`config.mk`:
```
export PLATFORM = sky130hd
export DESIGN_NAME = nibble_serial_adder_flat
export DESIGN_NICKNAME = d
export VERILOG_FILES = /design/src/rtl/nibble_serial_adder_if.sv /design/src/rtl/nibble_serial_adder.sv /design/src/flat_wrapper.sv
export SDC_FILE = /design/constraint.sdc
export NUM_CORES = 1
export LEC_CHECK = 0
export BUFFER_PORTS_ARGS = -buffer_cell sky130_fd_sc_hd__buf_2
export CAP_MARGIN = 5
export CORE_MARGIN = 4
export CORE_UTILIZATION = 50
export DETAILED_ROUTE_END_ITERATION = 8
export PLACE_DENSITY = 0.74
export SYNTH_ARGS = -nofsm -noshare
export SYNTH_HDL_FRONTEND = slang
export SYNTH_SLANG_ARGS = --single-unit
```
`constraint.sdc`:
```
create_clock -name clk -period 2.9 [get_ports clk]
set_input_delay 0.145 -clock clk [delete_from_list [all_inputs] [get_ports clk]]
set_output_delay 0.145 -clock clk [all_outputs]
set_load 0.01 [all_outputs]
```
`src/rtl/nibble_serial_adder_if.sv`:
```
// Control, input-stream and output-stream signals of the nibble-serial adder.
// The slave modport is the adder itself; master is whoever drives and consumes it.
interface nibble_serial_adder_if;
  logic       start;
  logic       op_sub;
  logic       in_valid;
  logic       in_ready;
  logic [3:0] a_nib;
  logic [3:0] b_nib;
  logic       out_valid;
  logic       out_ready;
  logic [3:0] s_nib;
  logic       last;
  logic       carry_out;
  logic       overflow;
  logic       busy;

  modport master (
    output start, op_sub, in_valid, a_nib, b_nib, out_ready,
    input  in_ready, out_valid, s_nib, last, carry_out, overflow, busy
  );

  modport slave (
    input  start, op_sub, in_valid, a_nib, b_nib, out_ready,
    output in_ready, out_valid, s_nib, last, carry_out, overflow, busy
  );
endinterface

```
`src/rtl/nibble_serial_adder.sv`:
```
// Multi-nibble add/subtract built around a 4-bit ripple adder, LS nibble first,
// with the carry chained through a register and a one-deep output register.
module nibble_serial_adder #(
  parameter int NIBBLES = 4,
  parameter int CW      = 4
) (
  input logic                  clk,
  input logic                  rst_n,
  nibble_serial_adder_if.slave bus
);

  localparam logic [1:0] IDLE  = 2'd0;
  localparam logic [1:0] RUN   = 2'd1;
  localparam logic [1:0] DRAIN = 2'd2;

  logic [1:0]    state_reg, state_next;
  logic [CW-1:0] cnt_reg, cnt_next;
  logic          carry_reg, carry_next;
  logic          sub_reg, sub_next;
  logic          out_valid_reg, out_valid_next;
  logic [3:0]    s_nib_reg, s_nib_next;
  logic          last_reg, last_next;
  logic          carry_out_reg, carry_out_next;
  logic          overflow_reg, overflow_next;

  logic [3:0] b_eff;
  logic [3:0] sum;
  logic [4:0] c;
  logic       ovf;
  logic       is_last;
  logic       in_ready;
  logic       in_fire;
  logic       out_fire;

  // Subtraction is A + ~B + 1: the +1 comes from the carry register seeded with op_sub.
  assign b_eff = bus.b_nib ^ {4{sub_reg}};
  assign c[0]  = carry_reg;

  for (genvar gi = 0; gi < 4; gi++) begin : g_ripple
    assign sum[gi]  = bus.a_nib[gi] ^ b_eff[gi] ^ c[gi];
    assign c[gi+1]  = (bus.a_nib[gi] & b_eff[gi]) | (c[gi] & (bus.a_nib[gi] ^ b_eff[gi]));
  end

  assign ovf     = (bus.a_nib[3] ~^ b_eff[3]) & (sum[3] ^ bus.a_nib[3]);
  assign is_last = (cnt_reg == CW'(NIBBLES - 1));

  assign in_ready = (state_reg == RUN) && (!out_valid_reg || bus.out_ready);
  assign in_fire  = bus.in_valid && in_ready;
  assign out_fire = out_valid_reg && bus.out_ready;

  always_comb begin
    state_next     = state_reg;
    cnt_next       = cnt_reg;
    carry_next     = carry_reg;
    sub_next       = sub_reg;
    out_valid_next = out_valid_reg;
    s_nib_next     = s_nib_reg;
    last_next      = last_reg;
    carry_out_next = carry_out_reg;
    overflow_next  = overflow_reg;

    case (state_reg)
      IDLE: begin
        if (bus.start) begin
          sub_next   = bus.op_sub;
          carry_next = bus.op_sub;
          cnt_next   = '0;
          state_next = RUN;
        end
      end
      RUN: begin
        if (out_fire) out_valid_next = 1'b0;
        // A load in the same cycle as an output accept overrides the drop.
        if (in_fire) begin
          s_nib_next     = sum;
          out_valid_next = 1'b1;
          carry_next     = c[4];
          cnt_next       = cnt_reg + CW'(1);
          last_next      = is_last;
          if (is_last) begin
            carry_out_next = c[4];
            overflow_next  = ovf;
            state_next     = DRAIN;
          end
        end
      end
      DRAIN: begin
        if (out_fire) begin
          out_valid_next = 1'b0;
          last_next      = 1'b0;
          state_next     = IDLE;
        end
      end
      default: state_next = IDLE;
    endcase
  end

  always_ff @(posedge clk or negedge rst_n) begin
    if (!rst_n) begin
      state_reg     <= IDLE;
      cnt_reg       <= '0;
      carry_reg     <= 1'b0;
      sub_reg       <= 1'b0;
      out_valid_reg <= 1'b0;
      s_nib_reg     <= 4'h0;
      last_reg      <= 1'b0;
      carry_out_reg <= 1'b0;
      overflow_reg  <= 1'b0;
    end else begin
      state_reg     <= state_next;
      cnt_reg       <= cnt_next;
      carry_reg     <= carry_next;
      sub_reg       <= sub_next;
      out_valid_reg <= out_valid_next;
      s_nib_reg     <= s_nib_next;
      last_reg      <= last_next;
      carry_out_reg <= carry_out_next;
      overflow_reg  <= overflow_next;
    end
  end

  assign bus.in_ready  = in_ready;
  assign bus.out_valid = out_valid_reg;
  assign bus.s_nib     = s_nib_reg;
  assign bus.last      = last_reg;
  assign bus.carry_out = carry_out_reg;
  assign bus.overflow  = overflow_reg;
  assign bus.busy      = (state_reg != IDLE);

endmodule

```
`src/flat_wrapper.sv`:
```
// flat-port wrapper written by rule: the top's interface ports become plain ports
module nibble_serial_adder_flat 
#(
  parameter int NIBBLES = 4,
  parameter int CW      = 4
)
  (clk, rst_n, bus_start, bus_op_sub, bus_in_valid, bus_a_nib, bus_b_nib, bus_out_ready, bus_in_ready, bus_out_valid, bus_s_nib, bus_last, bus_carry_out, bus_overflow, bus_busy);
  nibble_serial_adder_if bus_i ();
  input logic clk;
  input logic rst_n;
  input wire logic [$bits(bus_i.start)-1:0] bus_start;
  input wire logic [$bits(bus_i.op_sub)-1:0] bus_op_sub;
  input wire logic [$bits(bus_i.in_valid)-1:0] bus_in_valid;
  input wire logic [$bits(bus_i.a_nib)-1:0] bus_a_nib;
  input wire logic [$bits(bus_i.b_nib)-1:0] bus_b_nib;
  input wire logic [$bits(bus_i.out_ready)-1:0] bus_out_ready;
  output wire logic [$bits(bus_i.in_ready)-1:0] bus_in_ready;
  output wire logic [$bits(bus_i.out_valid)-1:0] bus_out_valid;
  output wire logic [$bits(bus_i.s_nib)-1:0] bus_s_nib;
  output wire logic [$bits(bus_i.last)-1:0] bus_last;
  output wire logic [$bits(bus_i.carry_out)-1:0] bus_carry_out;
  output wire logic [$bits(bus_i.overflow)-1:0] bus_overflow;
  output wire logic [$bits(bus_i.busy)-1:0] bus_busy;
  assign bus_i.start = bus_start;
  assign bus_i.op_sub = bus_op_sub;
  assign bus_i.in_valid = bus_in_valid;
  assign bus_i.a_nib = bus_a_nib;
  assign bus_i.b_nib = bus_b_nib;
  assign bus_i.out_ready = bus_out_ready;
  assign bus_in_ready = bus_i.in_ready;
  assign bus_out_valid = bus_i.out_valid;
  assign bus_s_nib = bus_i.s_nib;
  assign bus_last = bus_i.last;
  assign bus_carry_out = bus_i.carry_out;
  assign bus_overflow = bus_i.overflow;
  assign bus_busy = bus_i.busy;
  nibble_serial_adder #(.NIBBLES(NIBBLES), .CW(CW)) u_core (.clk(clk), .rst_n(rst_n), .bus(bus_i));
endmodule
```
; ---- Word level (Yosys, flattened, before mapping)
; Index checks and enable logic that the tools add are counted.
[word_totals]
register_bits = 16
input_bits = 14
wordCells = 73
[op_classes]
add_sub_neg = 1
n_eq_ne = 7
mux = 17
n_bitwise = 24
reduce_logical = 15
[op_table]
columns = cell, n
row1 = $and A1 B1 Y1, 9
row2 = $reduce_and A3 Y1, 3
row3 = $xor A1 B1 Y1, 9
row4 = $mux W2, 4
row5 = $mux W4, 2
row6 = $pmux W4 S2, 1
row7 = $mux W1, 6
row8 = $ne A2 B1 Y1 const B, 3
row9 = $pmux W1 S2, 3
row10 = $pmux W2 S3, 1
row11 = $reduce_bool A2 Y1, 3
row12 = $add A4 B1 Y4 const B, 1
row13 = $eq A4 B2 Y1 const B, 1
row14 = $or A1 B1 Y1, 4
row15 = $reduce_and A2 Y1, 2
row16 = $reduce_and A4 Y1, 1
row17 = $xor A4 B4 Y4, 1
row18 = $logic_and A1 B1 Y1, 3
row19 = $eq A2 B1 Y1 const B, 1
row20 = $eq A2 B2 Y1 const B, 1
row21 = $logic_not A2 Y1, 1
row22 = $ne A2 B2 Y1 const B, 1
row23 = $logic_not A1 Y1, 1
row24 = $logic_or A1 B1 Y1, 1
row25 = $xnor A1 B1 Y1, 1

; ---- Depth between registers and ports, before layout
; Gate-level depths: netlist of the first run.
[depth]
ltp_word = 12
ltp_mapped = 12
mapped_depth_nobuf = 11

; ---- Worst setup path before layout of the first run
; Ideal clock, no wire load.
[synth_timing]
path_type = reg2reg
from = register u_core.sub_reg
to = register u_core.overflow_reg (netlist: u_core.bus.overflow)
setup_ns = 0.096
arrival_ns = 2.400
t_required_ns = 2.804
path_slack_ns = 0.404
stages_incl_launch_ff = 12
n_path_buf = 1
synth_period_minus_slack_ns = 2.496
path_cell_list = dfrtp_1 -> clkbuf_1 -> xnor2_1 -> fa_1 -> inv_1 -> fa_1 -> inv_1 -> fa_1 -> inv_1 -> fa_1 -> xnor2_1 -> o31ai_1
[synth_between]
elab_chain_cells = 11
word_cells_on_any_way = 18
[synth_rtl]
columns = element, line_no
row1 = from (decl), nibble_serial_adder.sv:19  ; logic sub_reg, sub_next;
row2 = from (signal assigned), nibble_serial_adder.sv:113  ; sub_reg <= sub_next;
row3 = $xor A4 B4 Y4 (*), nibble_serial_adder.sv:36  ; assign b_eff = bus.b_nib ^ {4{sub_reg}};
row4 = $xor A1 B1 Y1, nibble_serial_adder.sv:41  ; assign c[gi+1] = (bus.a_nib[gi] & b_eff[gi]) | (c[gi] & (bus.a_nib[gi] ^ b_eff[gi]));
row5 = $and A1 B1 Y1, nibble_serial_adder.sv:41
row6 = $or A1 B1 Y1, nibble_serial_adder.sv:41
row7 = $and A1 B1 Y1, nibble_serial_adder.sv:41
row8 = $or A1 B1 Y1, nibble_serial_adder.sv:41
row9 = $and A1 B1 Y1, nibble_serial_adder.sv:41
row10 = $or A1 B1 Y1, nibble_serial_adder.sv:41
row11 = $xor A1 B1 Y1 (*), nibble_serial_adder.sv:40  ; assign sum[gi] = bus.a_nib[gi] ^ b_eff[gi] ^ c[gi];
row12 = net u_core.sum[3], nibble_serial_adder.sv:27  ; logic [3:0] sum;
row13 = $xor A1 B1 Y1 (*), nibble_serial_adder.sv:44  ; assign ovf = (bus.a_nib[3] ~^ b_eff[3]) & (sum[3] ^ bus.a_nib[3]);
row14 = $and A1 B1 Y1 (*), nibble_serial_adder.sv:44
row15 = to (signal assigned), nibble_serial_adder.sv:118  ; overflow_reg <= overflow_next;
row16 = to (decl), nibble_serial_adder.sv:24  ; logic overflow_reg, overflow_next;
; Mark *: on every way through the listed nets, which the timed path passes. The rest lies on a longest branch.
; A chain may end at the register's enable or synchronous reset.

; ---- Worst setup path in the final report of the first run
; Same ends and word-level chain as after synthesis.

==> results.toml, run 1 <==
[sta]
grt_setup_unrepaired = "no"
setup_viol = 0
hold_viol_final = 0
slew_violations = 0
fin_hold_ws_ps = 104
period_minus_slack_ps = 2570
timing.fmax_mhz = 389
tightest_slew_ps = 388
relSlewSlack = 0.741
fin_skew_ps = 2.27
period_share = 0.886
fin_setup_tns_ps = 0

[clock_network]
postCtsSetupBuffers = 0
cts_sinks = 16
ctsResizeCount = 0
clkLatencyLatePin_ps = 290
hold_buffers = 1
h-tree-depth = 1
path_clk_slew_ps = 90
clockBufferDepth = 2
cts_inserted_buffers = 3
clock_tree.root_cell = "clkbuf_4"
cts_tree = "built"

[global_route]
grt_max_degree = 17
grt_use_total = 0.172
grt_use_met1 = 0.210
grt_pass1_wl_um = 4170
grt_overflow = 0
met3_usage = 0.0536
grt_pass1_vias = 933
busiest_layer = "met2"
antenna_found_initial = 0
met2_usage = 0.287

[logic_synthesis]
synth_most_common_cell = "dfrtp_1"
syn-num-nets = 138
synth_area_per_cell_um2 = 9.83
ys_types = 45
synth_edf_count = 0
netlist.area_leader.share = 0.357
synth_top_cells_by_area = "dfrtp_1 (36%), fa_1 (7.1%), ha_1 (6.7%), nand2_1 (4.4%), inv_1 (4.0%)"
yosysTopAreaCell = "dfrtp_1"
ys_ff_latch = 16
syn_area_mm2 = 0.00112
async_reset_ff_frac = 1.00
ys_seq_area_frac = 0.357
synth_cells = 114
synthTopCellsByCount = "dfrtp_1 (16), nand2_1 (13), inv_1 (12)"
synth_ff_type = "dfrtp_1"
synth_warnings = 0

[worst_setup_path]
start_kind = "flip-flop"
crit_end = "u_core.bus.overflow$_DFFE_PN0P_"
r2r-start = "u_core.sub_reg$_DFFE_PN0P_"
crit_required_ps = 3100
startpoint = "u_core.sub_reg$_DFFE_PN0P_"
reg2reg_to = "u_core.bus.overflow$_DFFE_PN0P_"
cp.arrival_ps = 2770
regToRegSetupSlack_ps = 330
path_max_fanout = 5
r2r_cells = 10
worst_setup_path_end_kind = "flip-flop"
worstSetupPathType = "reg -> reg"

[route]
drc_errors = 0
vias_per_cell = 5.40
routed_wl_um = 2300
wl_per_cell_um = 14.0
ant_nets = 0
dr.pass1.iters = 4
dr.first_iter.drc_count = 14
vias = 885

[floorplanning]
dieArea_mm2 = 0.00306
io_pins = 24
fp.dieH_um = 55.4
core_region_area_mm2 = 0.00204
start_util = 0.549
die_x_um = 55.4
num_rows = 16

[cells_and_area]
post-route-util = 0.623
layout-drive-gt1-share = 0.277
num-fill-cells = 191
final_nets = 163
design_area_mm2 = 0.00127
antenna-diode-count = 0
final_cells = 164
multi_input_area_um2 = 644
seq_area_um2 = 400
syn_to_final_growth_pct = 13.4

[power_and_ir_drop]
cellPowerDensity_mw_per_mm2 = 1030
peakVddDrop_uv = 609
p_leak_nw = 0.631

[place]
hpwl_um = 1780
numPortBuffers = 23
dpl_cell_area_mm2 = 0.00124
routabilityCongestion = 0.864
placedCellCount = 160

[run]
max-cap-violations = 0

[run_status]
status = "finished, final reports clean"

[min_path]
hp-class = "in -> reg"
kinds of logic (layout without fill, tap and decap cells):
kind of cell,Yosys count,count (layout),synth area share
compound gates,29,29,0.192
fa+ha+maj,10,10,0.138
buf+inv,16,39,0.0681
flops,16,16,0.357
mux,4,4,0.0391
simple gates,34,34,0.166
xor+xnor,5,5,0.0391
power breakdown:
part	internal, mW	switching [mW]	total (mW)	leakage [nW]
registers	0.326	0.0917	0.418	0.201
clock network	0.0484	0.0691	0.117	0.0138
logic	0.340	0.429	0.769	0.416
layout make-up:
type / instances / area share
Inverter: 12 / 0.0354
Timing Repair Buffer: 24 / 0.0984
Clock buffer: 3 / 0.0177
Tap cell: 27 / 0.0266
Sequential cell: 16 / 0.315
Multi-Input combinational cell: 82 / 0.507
cell usage in the layout, fill, tap and decap left out, drive strengths merged:
master	synthesis	routed
nor2b	1	1
dlygate4sd3	0	1
and2b	1	1
mux2i	1	1
o211ai	2	2
and2	1	1
a21boi	1	1
o22ai	1	1
o221a	1	1
a21oi	6	6
nor2	6	6
nor4	2	2
and4	1	1
a41oi	1	1
nand3b	1	1
or2	1	1
a221o	2	2
nand2	14	14
nand4	1	1
a21o	1	1
inv	12	12
a32oi	1	1
xnor2	3	3
nand3	2	2
o31ai	2	2
fa	4	4
a32o	1	1
clkbuf	1	3
nand2b	2	2
a31oi	1	1
xor2	2	2
dfrtp	16	16
buf	3	23
o32ai	1	1
o41ai	1	1
mux2	3	3
o21ai	5	5
a22o	2	2
ha	6	6
nor3	1	1
metal layers:
metal / wire length (um) / vias to the layer above
met2: 1170 / 15
li1: - / 449
met5: 0 / -
met1: 1000 / 417
met4: 25 / 0
met3: 104 / 4
worst max-delay path, stage by stage (launching register included):
cell and delay [ps]:
dfrtp_1 460, xnor2_1 170, fa_1 360, inv_1 80
fa_1 160, inv_1 50, fa_1 350, inv_1 70
fa_1 450, xnor2_1 150, o31ai_1 190
per-stage QoR:
step	worst slack (ps)	power (mW)
5_1_grt	128	1.45
6_report	329	1.30
3_5_place_dp	336	1.20
4_1_cts	317	1.32
2_1_floorplan	404	1.01
3_3_place_gp	427	1.16
worst min-delay path by stage:
stage | depth (start not counted) | slack [ps] | startpoint | end
6_report | 2 | 100 | bus_op_sub | u_core.sub_reg$_DFFE_PN0P_
5_1_grt | 2 | 90 | bus_op_sub | u_core.sub_reg$_DFFE_PN0P_
4_1_cts | 2 | 100 | bus_op_sub | u_core.sub_reg$_DFFE_PN0P_
3_5_place_dp | 1 | 80 | rst_n | u_core.bus.s_nib[2]$_DFFE_PN0P_
3_3_place_gp | 1 | 80 | rst_n | u_core.bus.s_nib[2]$_DFFE_PN0P_
2_1_floorplan | 0 | -150 | rst_n | u_core.bus.carry_out$_DFFE_PN0P_
No activity file was read; power rests on OpenSTA's default activity.
==> run 2: changes to the inputs <==
--- a/config.mk
+++ b/config.mk
@@ -7,6 +7,7 @@
 export LEC_CHECK = 0
 export BUFFER_PORTS_ARGS = -buffer_cell sky130_fd_sc_hd__buf_2
 export CAP_MARGIN = 5
+export CORE_ASPECT_RATIO = 0.7
 export CORE_MARGIN = 4
 export CORE_UTILIZATION = 50
 export DETAILED_ROUTE_END_ITERATION = 8
==> results.toml, run 2 (synthesis gave the netlist of run 1 again) <==
[global_route]
antenna_found_initial = 0
grt_use_total = 0.185
grt_pass1_wl_um = 4300
grt_pass1_vias = 924
grt_max_degree = 17
grt_overflow = 0

[worst_setup_path]
crit_required_ps = 3090
cp.arrival_ps = 2780
path_cells = "xnor2_1 > fa_1 > inv_1 > fa_1 > inv_1 > fa_1 > inv_1 > fa_1 > xnor2_1 > o31ai_1"
cpMaxStageDelayCell = "dfrtp_1"
worstSetupPathType = "reg -> reg"
path_buf_inv = 3
reg2reg_to = "u_core.bus.overflow$_DFFE_PN0P_"
r2r-start = "u_core.sub_reg$_DFFE_PN0P_"
worst_path_largest_cell_delay_ps = 470
path_max_fanout = 5
crit_family = "adder cells"
worst_setup_path_end_kind = "flip-flop"
regToRegSetupSlack_ps = 310
start_kind = "flip-flop"
critPathMostFrequentCell = "fa_1"
r2r_cells = 10

[cells_and_area]
final_cell_mix = "buf_2 (23), dfrtp_1 (16), nand2_1 (13)"
antenna-diode-count = 0
final_cells = 169
syn_to_final_growth_pct = 14.0
num-fill-cells = 184
final_nets = 163
layout-drive-gt1-share = 0.277
final_common_cell = "buf_2"

[route]
ant_nets = 0
vias_per_cell = 5.60
vias = 947
dr.first_iter.drc_count = 56
wl_per_cell_um = 14.7
dr.pass1.iters = 4
routed_wl_um = 2480
drc_errors = 0

[min_path]
worstHoldEndpoint = "u_core.sub_reg$_DFFE_PN0P_"
hp-class = "in -> reg"
min_path_cells = 2
hp-start = "bus_op_sub"

[place]
routabilityCongestion = 0.769
numPortBuffers = 23
hpwl_um = 1940
placedCellCount = 165

[sta]
slew_violations = 0
tightest_slew_ps = 393
fin_setup_tns_ps = 0
hold_viol_final = 0
period_minus_slack_ps = 2590
period_share = 0.893
timing.fmax_mhz = 386
setup_viol = 0
fin_skew_ps = 8.33
relSlewSlack = 0.737
grt_setup_unrepaired = "no"

[floorplanning]
fp.dieH_um = 47.6
core_region_area_mm2 = 0.00214
dieArea_mm2 = 0.00308
die_x_um = 64.6
num_rows = 14
io_pins = 24
start_util = 0.525

[power_and_ir_drop]
p_leak_nw = 0.631
switchingPower_mw = 0.612
swShare = 0.460
peakVddDrop_uv = 523
p_clk_frac = 0.089
power.share.sequential = 0.318
p_comb_frac = 0.593
power.total_mw = 1.33
cellPowerDensity_mw_per_mm2 = 1040
internal_power_mw = 0.717

[clock_network]
clock_tree.root_cell = "clkbuf_4"
h-tree-depth = 1
path_clk_slew_ps = 100
clockBufferDepth = 2
cts_tree = "built"
cts_inserted_buffers = 3
clkLatencyLatePin_ps = 290
cts_sinks = 16

[run_status]
status = "finished, final reports clean"

[run]
max-cap-violations = 0
==> run 2: stage by stage <==
stage                     area, um2  hold WS (ps)   util  setup WS [ps]
after floorplan                1120          -151      -            404
after global placement         1240          86.3  0.583            419
after detailed placement       1240          89.0  0.583            312
after CTS                      1280          97.1  0.598            291
after global routing           1280           101  0.598            190
final                          1280           106  0.598            309
==> run 2: worst register-to-register path, cell delays in order, from the launching register on <==
cell and delay (ps):
dfrtp_1 470, xnor2_1 170, fa_1 370, inv_1 80, fa_1 160, inv_1 50, fa_1 360, inv_1 70
fa_1 440, xnor2_1 140, o31ai_1 190
==> run 2: worst max-delay path by stage <==
stage | end | cells after the start | slack, ps | from
floorplan | u_core.bus.overflow$_DFFE_PN0P_ | 11 | 400 | u_core.sub_reg$_DFFE_PN0P_
global placement | u_core.bus.overflow$_DFFE_PN0P_ | 10 | 420 | u_core.sub_reg$_DFFE_PN0P_
detailed placement | u_core.bus.overflow$_DFFE_PN0P_ | 10 | 310 | u_core.sub_reg$_DFFE_PN0P_
CTS | u_core.bus.overflow$_DFFE_PN0P_ | 10 | 290 | u_core.sub_reg$_DFFE_PN0P_
global route | u_core.bus.overflow$_DFFE_PN0P_ | 10 | 190 | u_core.sub_reg$_DFFE_PN0P_
finish | u_core.bus.overflow$_DFFE_PN0P_ | 10 | 310 | u_core.sub_reg$_DFFE_PN0P_
==> run 2: power groups by stage <==
stage / sequential, mW / combinational [mW] / clock (mW)
6_report: 0.423 / 0.788 / 0.118
5_1_grt: 0.434 / 0.896 / 0.134
3_3_place_gp: 0.417 / 0.764 / 0
2_1_floorplan: 0.424 / 0.583 / 0
4_1_cts: 0.420 / 0.794 / 0.125
3_5_place_dp: 0.426 / 0.786 / 0
==> run 2: repair_timing <==
| action | CTS | global route |
|---|---|---|
| endpoints found under the hold margin | 16 | 0 |
| hold buffers | 1 | 0 |
| resized for setup | 0 | 0 |
| buffers inserted | 0 | 0 |
==> run 2: final cells by class <==
cell class | count | area (um2) | share of cell area
Clock buffer | 3 | 22.5 | 0.0176
Inverter | 12 | 45.0 | 0.0353
Multi-Input combinational cell | 82 | 644 | 0.504
Sequential cell | 16 | 400 | 0.313
Tap cell | 32 | 40.0 | 0.0313
Timing Repair Buffer | 24 | 125 | 0.0979
==> run 2: layer usage <==
layer,global-route usage,share of wire,routed length (um),up-vias
met3,0.0681,0.064,159,2
li1,-,-,-,447
met5,0,0,0,-
met2,0.301,0.46,1130,35
met4,0.0210,0.0036,9,0
met1,0.249,0.48,1180,463
